$ cat src/rtl/lam_unit.sv
// lam_unit: load/store unit for a single-issue core.
//   Accepts one load or store from the decoder, issues a single word-aligned
//   memory request, and for loads writes the lane-extracted, extended result
//   back to the register bank.
//
// Ports
//   clk, rst_n          clock; asynchronous active-low reset
//   lam_new             load-start strobe from decoder
//   lam_control[8:0]    {is_store, funct3[2:0], reg_idx[4:0]} (rd for loads, rs2 for stores)
//   addr[31:0]          effective address (rs1 + imm)
//   store_data[31:0]    rs2 value for stores
//   mem_req, mem_we     memory request / write enable
//   mem_addr[31:0]      word-aligned request address
//   mem_wdata[31:0]     lane-replicated store data
//   mem_wstrb[3:0]      byte write strobes
//   mem_ready           memory accept/complete
//   mem_rdata[31:0]     read data, valid with mem_ready
//   wb_en, wb_sel, wb_data  register-bank writeback port
//   busy                stall request to the pipeline
//   err                 one-cycle pulse on misaligned or illegal access
module lam_unit (
   input  logic        clk,
   input  logic        rst_n,
   input  logic        lam_new,
   input  logic [8:0]  lam_control,
   input  logic [31:0] addr,
   input  logic [31:0] store_data,
   output logic        mem_req,
   output logic        mem_we,
   output logic [31:0] mem_addr,
   output logic [31:0] mem_wdata,
   output logic [3:0]  mem_wstrb,
   input  logic        mem_ready,
   input  logic [31:0] mem_rdata,
   output logic        wb_en,
   output logic [4:0]  wb_sel,
   output logic [31:0] wb_data,
   output logic        busy,
   output logic        err
);

   typedef enum logic [1:0] {
      S_IDLE = 2'd0,
      S_REQ  = 2'd1,
      S_WB   = 2'd2
   } state_e;

   state_e      state_q, state_d;
   logic [8:0]  ctrl_q;
   logic [31:0] addr_q;
   logic [31:0] sdata_q;
   logic [31:0] result_q, result_d;
   logic        err_q, err_d;

   logic        start;
   logic        bad_funct;
   logic        misaligned;
   logic [2:0]  in_funct;

   logic        is_store_q;
   logic [2:0]  funct_q;
   logic [7:0]  ld_byte;
   logic [15:0] ld_half;
   logic [31:0] ld_ext;

   assign start    = lam_new | lam_control[8];
   assign in_funct = lam_control[7:5];

   // Legal encodings: loads 000/001/010/100/101, stores 000/001/010.
   always_comb begin
      bad_funct = 1'b0;
      if (lam_control[8]) begin
         bad_funct = (in_funct >= 3'b011);
      end else begin
         bad_funct = (in_funct == 3'b011) || (in_funct == 3'b110) ||
                     (in_funct == 3'b111);
      end
   end

   // funct3[1:0] gives the access size for both loads and stores.
   assign misaligned = ((in_funct[1:0] == 2'b01) && addr[0]) ||
                       ((in_funct[1:0] == 2'b10) && (addr[1:0] != 2'b00));

   assign is_store_q = ctrl_q[8];
   assign funct_q    = ctrl_q[7:5];

   // Load lane extraction from the captured byte offset.
   always_comb begin
      ld_byte = mem_rdata[7:0];
      case (addr_q[1:0])
         2'd0:    ld_byte = mem_rdata[7:0];
         2'd1:    ld_byte = mem_rdata[15:8];
         2'd2:    ld_byte = mem_rdata[23:16];
         default: ld_byte = mem_rdata[31:24];
      endcase
      ld_half = addr_q[1] ? mem_rdata[31:16] : mem_rdata[15:0];
      ld_ext  = mem_rdata;
      case (funct_q)
         3'b000:  ld_ext = {{24{ld_byte[7]}}, ld_byte};
         3'b001:  ld_ext = {{16{ld_half[15]}}, ld_half};
         3'b100:  ld_ext = {24'd0, ld_byte};
         3'b101:  ld_ext = {16'd0, ld_half};
         default: ld_ext = mem_rdata;
      endcase
   end

   // Store strobes are only driven while a store request is outstanding.
   always_comb begin
      mem_wstrb = '0;
      mem_wdata = sdata_q;
      case (funct_q[1:0])
         2'b00: begin
            mem_wdata = {4{sdata_q[7:0]}};
            if (state_q == S_REQ && is_store_q) mem_wstrb = 4'b0001 << addr_q[1:0];
         end
         2'b01: begin
            mem_wdata = {2{sdata_q[15:0]}};
            if (state_q == S_REQ && is_store_q) mem_wstrb = addr_q[1] ? 4'b1100 : 4'b0011;
         end
         default: begin
            mem_wdata = sdata_q;
            if (state_q == S_REQ && is_store_q) mem_wstrb = 4'b1111;
         end
      endcase
   end

   always_comb begin
      state_d  = state_q;
      result_d = result_q;
      err_d    = 1'b0;
      mem_req  = 1'b0;
      mem_we   = 1'b0;
      busy     = 1'b0;
      wb_en    = 1'b0;
      case (state_q)
         S_IDLE: begin
            if (start) begin
               if (bad_funct || misaligned) err_d   = 1'b1;
               else                          state_d = S_REQ;
            end
         end
         S_REQ: begin
            mem_req = 1'b1;
            mem_we  = is_store_q;
            busy    = 1'b1;
            if (mem_ready) begin
               if (is_store_q) begin
                  state_d = S_IDLE;
               end else begin
                  state_d  = S_WB;
                  result_d = ld_ext;
               end
            end
         end
         S_WB: begin
            busy    = 1'b1;
            wb_en   = (ctrl_q[4:0] != 5'd0);
            state_d = S_IDLE;
         end
         default: state_d = S_IDLE;
      endcase
   end

   always_ff @(posedge clk or negedge rst_n) begin
      if (!rst_n) begin
         state_q  <= S_IDLE;
         ctrl_q   <= '0;
         addr_q   <= '0;
         sdata_q  <= '0;
         result_q <= '0;
         err_q    <= 1'b0;
      end else begin
         state_q  <= state_d;
         result_q <= result_d;
         err_q    <= err_d;
         if (state_q == S_IDLE && start) begin
            ctrl_q  <= lam_control;
            addr_q  <= addr;
            sdata_q <= store_data;
         end
      end
   end

   assign mem_addr = {addr_q[31:2], 2'b00};
   assign wb_sel   = ctrl_q[4:0];
   assign wb_data  = result_q;
   assign err      = err_q;

endmodule

$ cat config.mk
export PLATFORM = sky130hd
export DESIGN_NAME = lam_unit
export DESIGN_NICKNAME = d
export VERILOG_FILES = /design/src/rtl/lam_unit.sv
export SDC_FILE = /design/constraint.sdc
export NUM_CORES = 1
export LEC_CHECK = 0
export BUFFER_PORTS_ARGS = -buffer_cell sky130_fd_sc_hd__buf_2
export CORE_ASPECT_RATIO = 0.8
export CORE_UTILIZATION = 30
export CTS_BUF_LIST = sky130_fd_sc_hd__clkbuf_4
export CTS_CLUSTER_SIZE = 25
export DETAILED_ROUTE_END_ITERATION = 7
export GPL_TIMING_DRIVEN = 0
export PLACE_DENSITY = 0.65
export SETUP_SLACK_MARGIN = 0.4
export SLEW_MARGIN = 25
export SYNTH_ARGS = -nofsm -noshare
export SYNTH_HDL_FRONTEND = slang
export SYNTH_SLANG_ARGS = --single-unit
$ cat constraint.sdc
create_clock -name clk -period 3.9 [get_ports clk]
set_input_delay 0.195 -clock clk [delete_from_list [all_inputs] [get_ports clk]]
set_output_delay 0.195 -clock clk [all_outputs]
set_load 0.02 [all_outputs]
### After elaboration in Yosys (flattened, before gate mapping)

Cells that the tools add are included.

* register bits: 108
* output and inout port bits: 110
* logic and storage cells: 65

* $lt $le $gt $ge: 1
* equal/unequal tests: 16
* shifts and indexed selects: 1
* multiplexer cells: 22
* bitwise logic cells: 2
* reductions and logical operators: 17

Operators with widths (count)
* 32-bit case mux with 4 select lines: 1
* 32-bit case mux with 2 select lines: 1
* 8-bit case mux with 3 select lines: 1
* 16-bit two-way mux: 1
* 4-bit two-way mux: 4
* 3-bit == test, second input constant: 4
* 2-bit by 1-bit == test with 1-bit output, second input constant: 4
* 1-bit two-way mux: 8
* 2-bit two-way mux: 4
* 4-bit case mux with 2 select lines: 1
* 2-bit == test, second input constant: 3
* 2-bit zero test: 3
* 2-bit != test, second input constant: 3
* 3-bit AND reduction: 2
* 5-bit nonzero test: 1
* 1-bit logical AND: 4
* 1-bit logical OR: 4
* 2-bit case mux with 2 select lines: 1
* 1-bit by 2-bit left shift with 4-bit output, first input constant: 1
* 3-bit by 1-bit == test with 1-bit output, second input constant: 1
* 3-bit by 2-bit == test with 1-bit output, second input constant: 1
* 3-bit by 2-bit greater-or-equal comparator with 1-bit output, second input constant: 1
* 3-bit zero test: 1
* 2-bit nonzero test: 1
* 3 further kinds: 3

### Depth between registers and ports, before layout

* word-level depth: 8
* mapped depth: 8
* gate-level depth less buffers: 6

### Worst setup path before layout

No wires, ideal clock.

* path kind: reg-to-output
* from: register ctrl_q[5]
* to: output mem_wstrb[3]
* data arrival time: 1.686 ns
* required time: 3.705 ns
* path slack: 2.019 ns
* stages on the path, launching flop included: 6
* buffers on the path: 3
* path through: dfrtp_1 > clkbuf_1 > clkbuf_1 > clkbuf_1 > o21ai_0 > a21oi_1

* word-level cells in the longest chain between the ends: 2

RTL lines
* start: declaration: line 49 `logic [8:0] ctrl_q;`
* start signal: assignment: line 177 `ctrl_q <= lam_control;`
* 2-bit by 1-bit == test with 1-bit output or 2-bit zero test (tied branches): line 111 `case (funct_q[1:0])`
* 4-bit case mux with 2 select lines (*): line 111
* end: declaration: line 32 `output logic [3:0] mem_wstrb,`

Every way passes the cells marked *; elsewhere a longest branch is shown, timed or not.

### Worst setup path in the final report

Ends and elaborated chain as after synthesis.

==> metrics <==
Syn Inst Count 474; clock network fraction of total power 9.2%; Max Cap Viol 0; synthesized area 0.00530 mm2; Sequential Area 0.00270 mm2; final setup margin 0.957 ns; top-count cell post-synth dfrtp_1; initial antenna violation count 1; crit-path max FO 10; CP Launch Point ctrl_q[5]; pre-CTS WS 1.52 ns; number of core rows 43; CP endpoint kind primary output; sequential share of power 31.3%; worst IR drop on VDD 0.000439 V; Critical Path RT 3.70 ns; CP Class flop to primary output; total iterations of the first detailed-routing run 4; area of the multi-input gates 0.00210 mm2; Reg-to-Reg Start ctrl_q[6]; CTS tree done; largest area contributor in the netlist dfrtp_1; Hold Startpoint mem_rdata[8]; ratio of cells with drive above 1 in the final layout 48.0%; switching portion of total power 44.4%; Int Pwr 3600 uW; WL per Instance 15.3 um; DP HPWL 11.2 mm; Seq/Total Area, Yosys 51.0%; vias per cell 4.55; async set-reset flop share out of synthesis 100%; Yosys reg bits 108; total number of vias 4,698; hold crit path type input port to flop; vias in the first global route 4,682; Worst R2R End wb_data[6]; Final Max Slew Viols 0; area grow syn2layout 48.0%; met3 Usage GRT 3.95%; Least-Margin Pin Slew 0.829 ns; Worst setup SP type flop; Post-CTS Setup Inserts 0; Hold Crit Endpoint wb_data[8]; synth top area cells dfrtp_1, mux2_2, buf_4, nand2_1, o21ai_0; Port Buffers 216; GRT overflow 0; top cell type's share of synthesized area 51.0%; Power Dens Cells 827 mW/mm2; num ports 219; 1st-iter DRT viols 224; Final Hold Viols 0; Max Fclk 340 MHz; Comb pwr share 59.5%; global placer's final weighted congestion 0.813; status completed; Avg Inst Size Synth 11.2 um2; top cells by count, synth dfrtp_1, mux2_2, nand2_1; WP data arrival 2.75 ns; Remaining DRCs 0; # fillers 1,661; Tot GR Track Use 17.6%; worst skew pair latency 0.48 ns; Pwr Total 6480 uW; total CTS buffers 9; GR Util met1 22.5%; final WL 15.8 mm; final setup vio count 0; largest net degree at the start of global routing 58; static leakage 0.00379 uW; Die Height 121 um; worst reg-to-reg setup slack 1.64 ns; Cell variety after synth 33; WHS Path Cells 3; nets@finish 914; antenna viol nets, final 0; Core Area 0.0173 mm2; GR peak layer met2; YS warnings 0; met2 GRT Util 29.0%; Max Clock Skew 0.0260 ns; Worst R2R Path Depth 4; min Tclk post-route 2.94 ns; TritonCTS Sinks 108; setup TNS 0 ns; Initial Util 30.6%; first-pass GRT wire length 24.2 mm; Die Wd 151 um; Clk pin slew, worst setup/hold paths 0.16 ns; H-Tree Level Count 3; Most used DFF post-synth dfrtp_1; Root Buffer Master clkbuf_4; Die ar. 0.0182 mm2; unrepaired setup endpoints after global routing false; number of synthesized flops with an enable pin 0; sw power 2880 uW; Slew headroom 44.7%; Longest Clk Path Bufs 2; Tcrit/Tclk final 75.5%
layer usage:
layer	wire length [um]	share of wire, %
met3	974	6.2
met2	7590	48
met1	6880	43
met5	0	0
met4	388	2.5
logic make-up (layout without fill, tap and decap cells):
family | Yosys count | after routing | synth area share, %
other | 1 | 3 | 0.0708
adders and majority gates | 3 | 3 | 0.708
buffers and inverters | 84 | 416 | 9.44
and+or+nand+nor | 91 | 91 | 7.20
AOI/OAI and AO/OA | 81 | 81 | 9.04
muxes | 106 | 106 | 22.5
DFF | 108 | 108 | 51.0
flip-flops by register name, indices dropped and copies added, names as in the netlist:
signal and cells:
state_q 2, err 1, wb_data 32, sdata_q 32, addr_q 32, ctrl_q 9
power by group through the flow:
stage / registers [uW] / clock network (uW) / logic [uW]
after global placement: 2030 / 0 / 3750
after floorplan: 2180 / 0 / 2470
after CTS: 2030 / 635 / 3880
after detailed placement: 2050 / 0 / 3790
final: 2030 / 594 / 3860
after global routing: 2110 / 676 / 4180
critical path: stages, from the launching register on:
cell	delay, ns
dfrtp_1	0.36
clkbuf_1	0.22
clkbuf_1	0.66
clkbuf_1	0.44
o21ai_0	0.16
a21oi_1	0.22
buf_2	0.20
final cells by class:
class / count / area share [%]
Antenna cell: 1 / 0.0319
Inverter: 12 / 0.575
Timing Repair Buffer: 316 / 26.9
Tap cell: 225 / 3.59
Clock buffer: 11 / 1.05
Sequential cell: 108 / 34.5
Buffer: 72 / 5.81
Clock inverter: 5 / 0.798
Multi-Input combinational cell: 283 / 26.8
repair_timing:
action	4_1_cts	5_1_grt
hold buffers	99	0
resized for setup	0	0
endpoints found under the hold margin	149	0
worst max path at each step:
stage	end	slack, ns	cells after the start
2_1_floorplan	mem_wstrb[3]	2.02	5
3_5_place_dp	mem_wstrb[1]	1.52	6
4_1_cts	mem_wstrb[1]	0.90	6
3_3_place_gp	addr_q[27]	1.22	1
5_1_grt	mem_wstrb[3]	0.69	6
6_report	mem_wstrb[3]	0.96	6
per-stage QoR:
stage	std cells	hold WS [ns]	utilization (%)	cell area, um2
6_report	1033	0.0593	45.3	7840
5_1_grt	1033	0.0280	45.3	7840
4_1_cts	1032	0.00514	45.2	7840
3_5_place_dp	917	0.187	38.7	6700
3_3_place_gp	916	0.426	38.5	6670
2_1_floorplan	475	-0.101	-	5300
cell usage in the layout, fill, tap and decap left out, types with 2 or more instances in the layout:
| master | n |
|---|---|
| o21ai_0 | 28 |
| mux2i_1 | 9 |
| dfrtp_1 | 108 |
| a31oi_1 | 14 |
| nor3_1 | 8 |
| buf_4 | 45 |
| clkbuf_4 | 11 |
| a21oi_1 | 24 |
| nor2b_1 | 2 |
| inv_1 | 12 |
| conb_1 | 2 |
| buf_6 | 2 |
| clkinvlp_4 | 2 |
| o21a_1 | 2 |
| ha_1 | 3 |
| nor2_1 | 19 |
| mux2_2 | 96 |
| dlygate4sd3_1 | 99 |
| buf_2 | 222 |
| nand2_1 | 53 |
| clkinv_4 | 2 |
| clkbuf_1 | 19 |
| a22oi_1 | 8 |
Power figures use the tool's default switching activity.
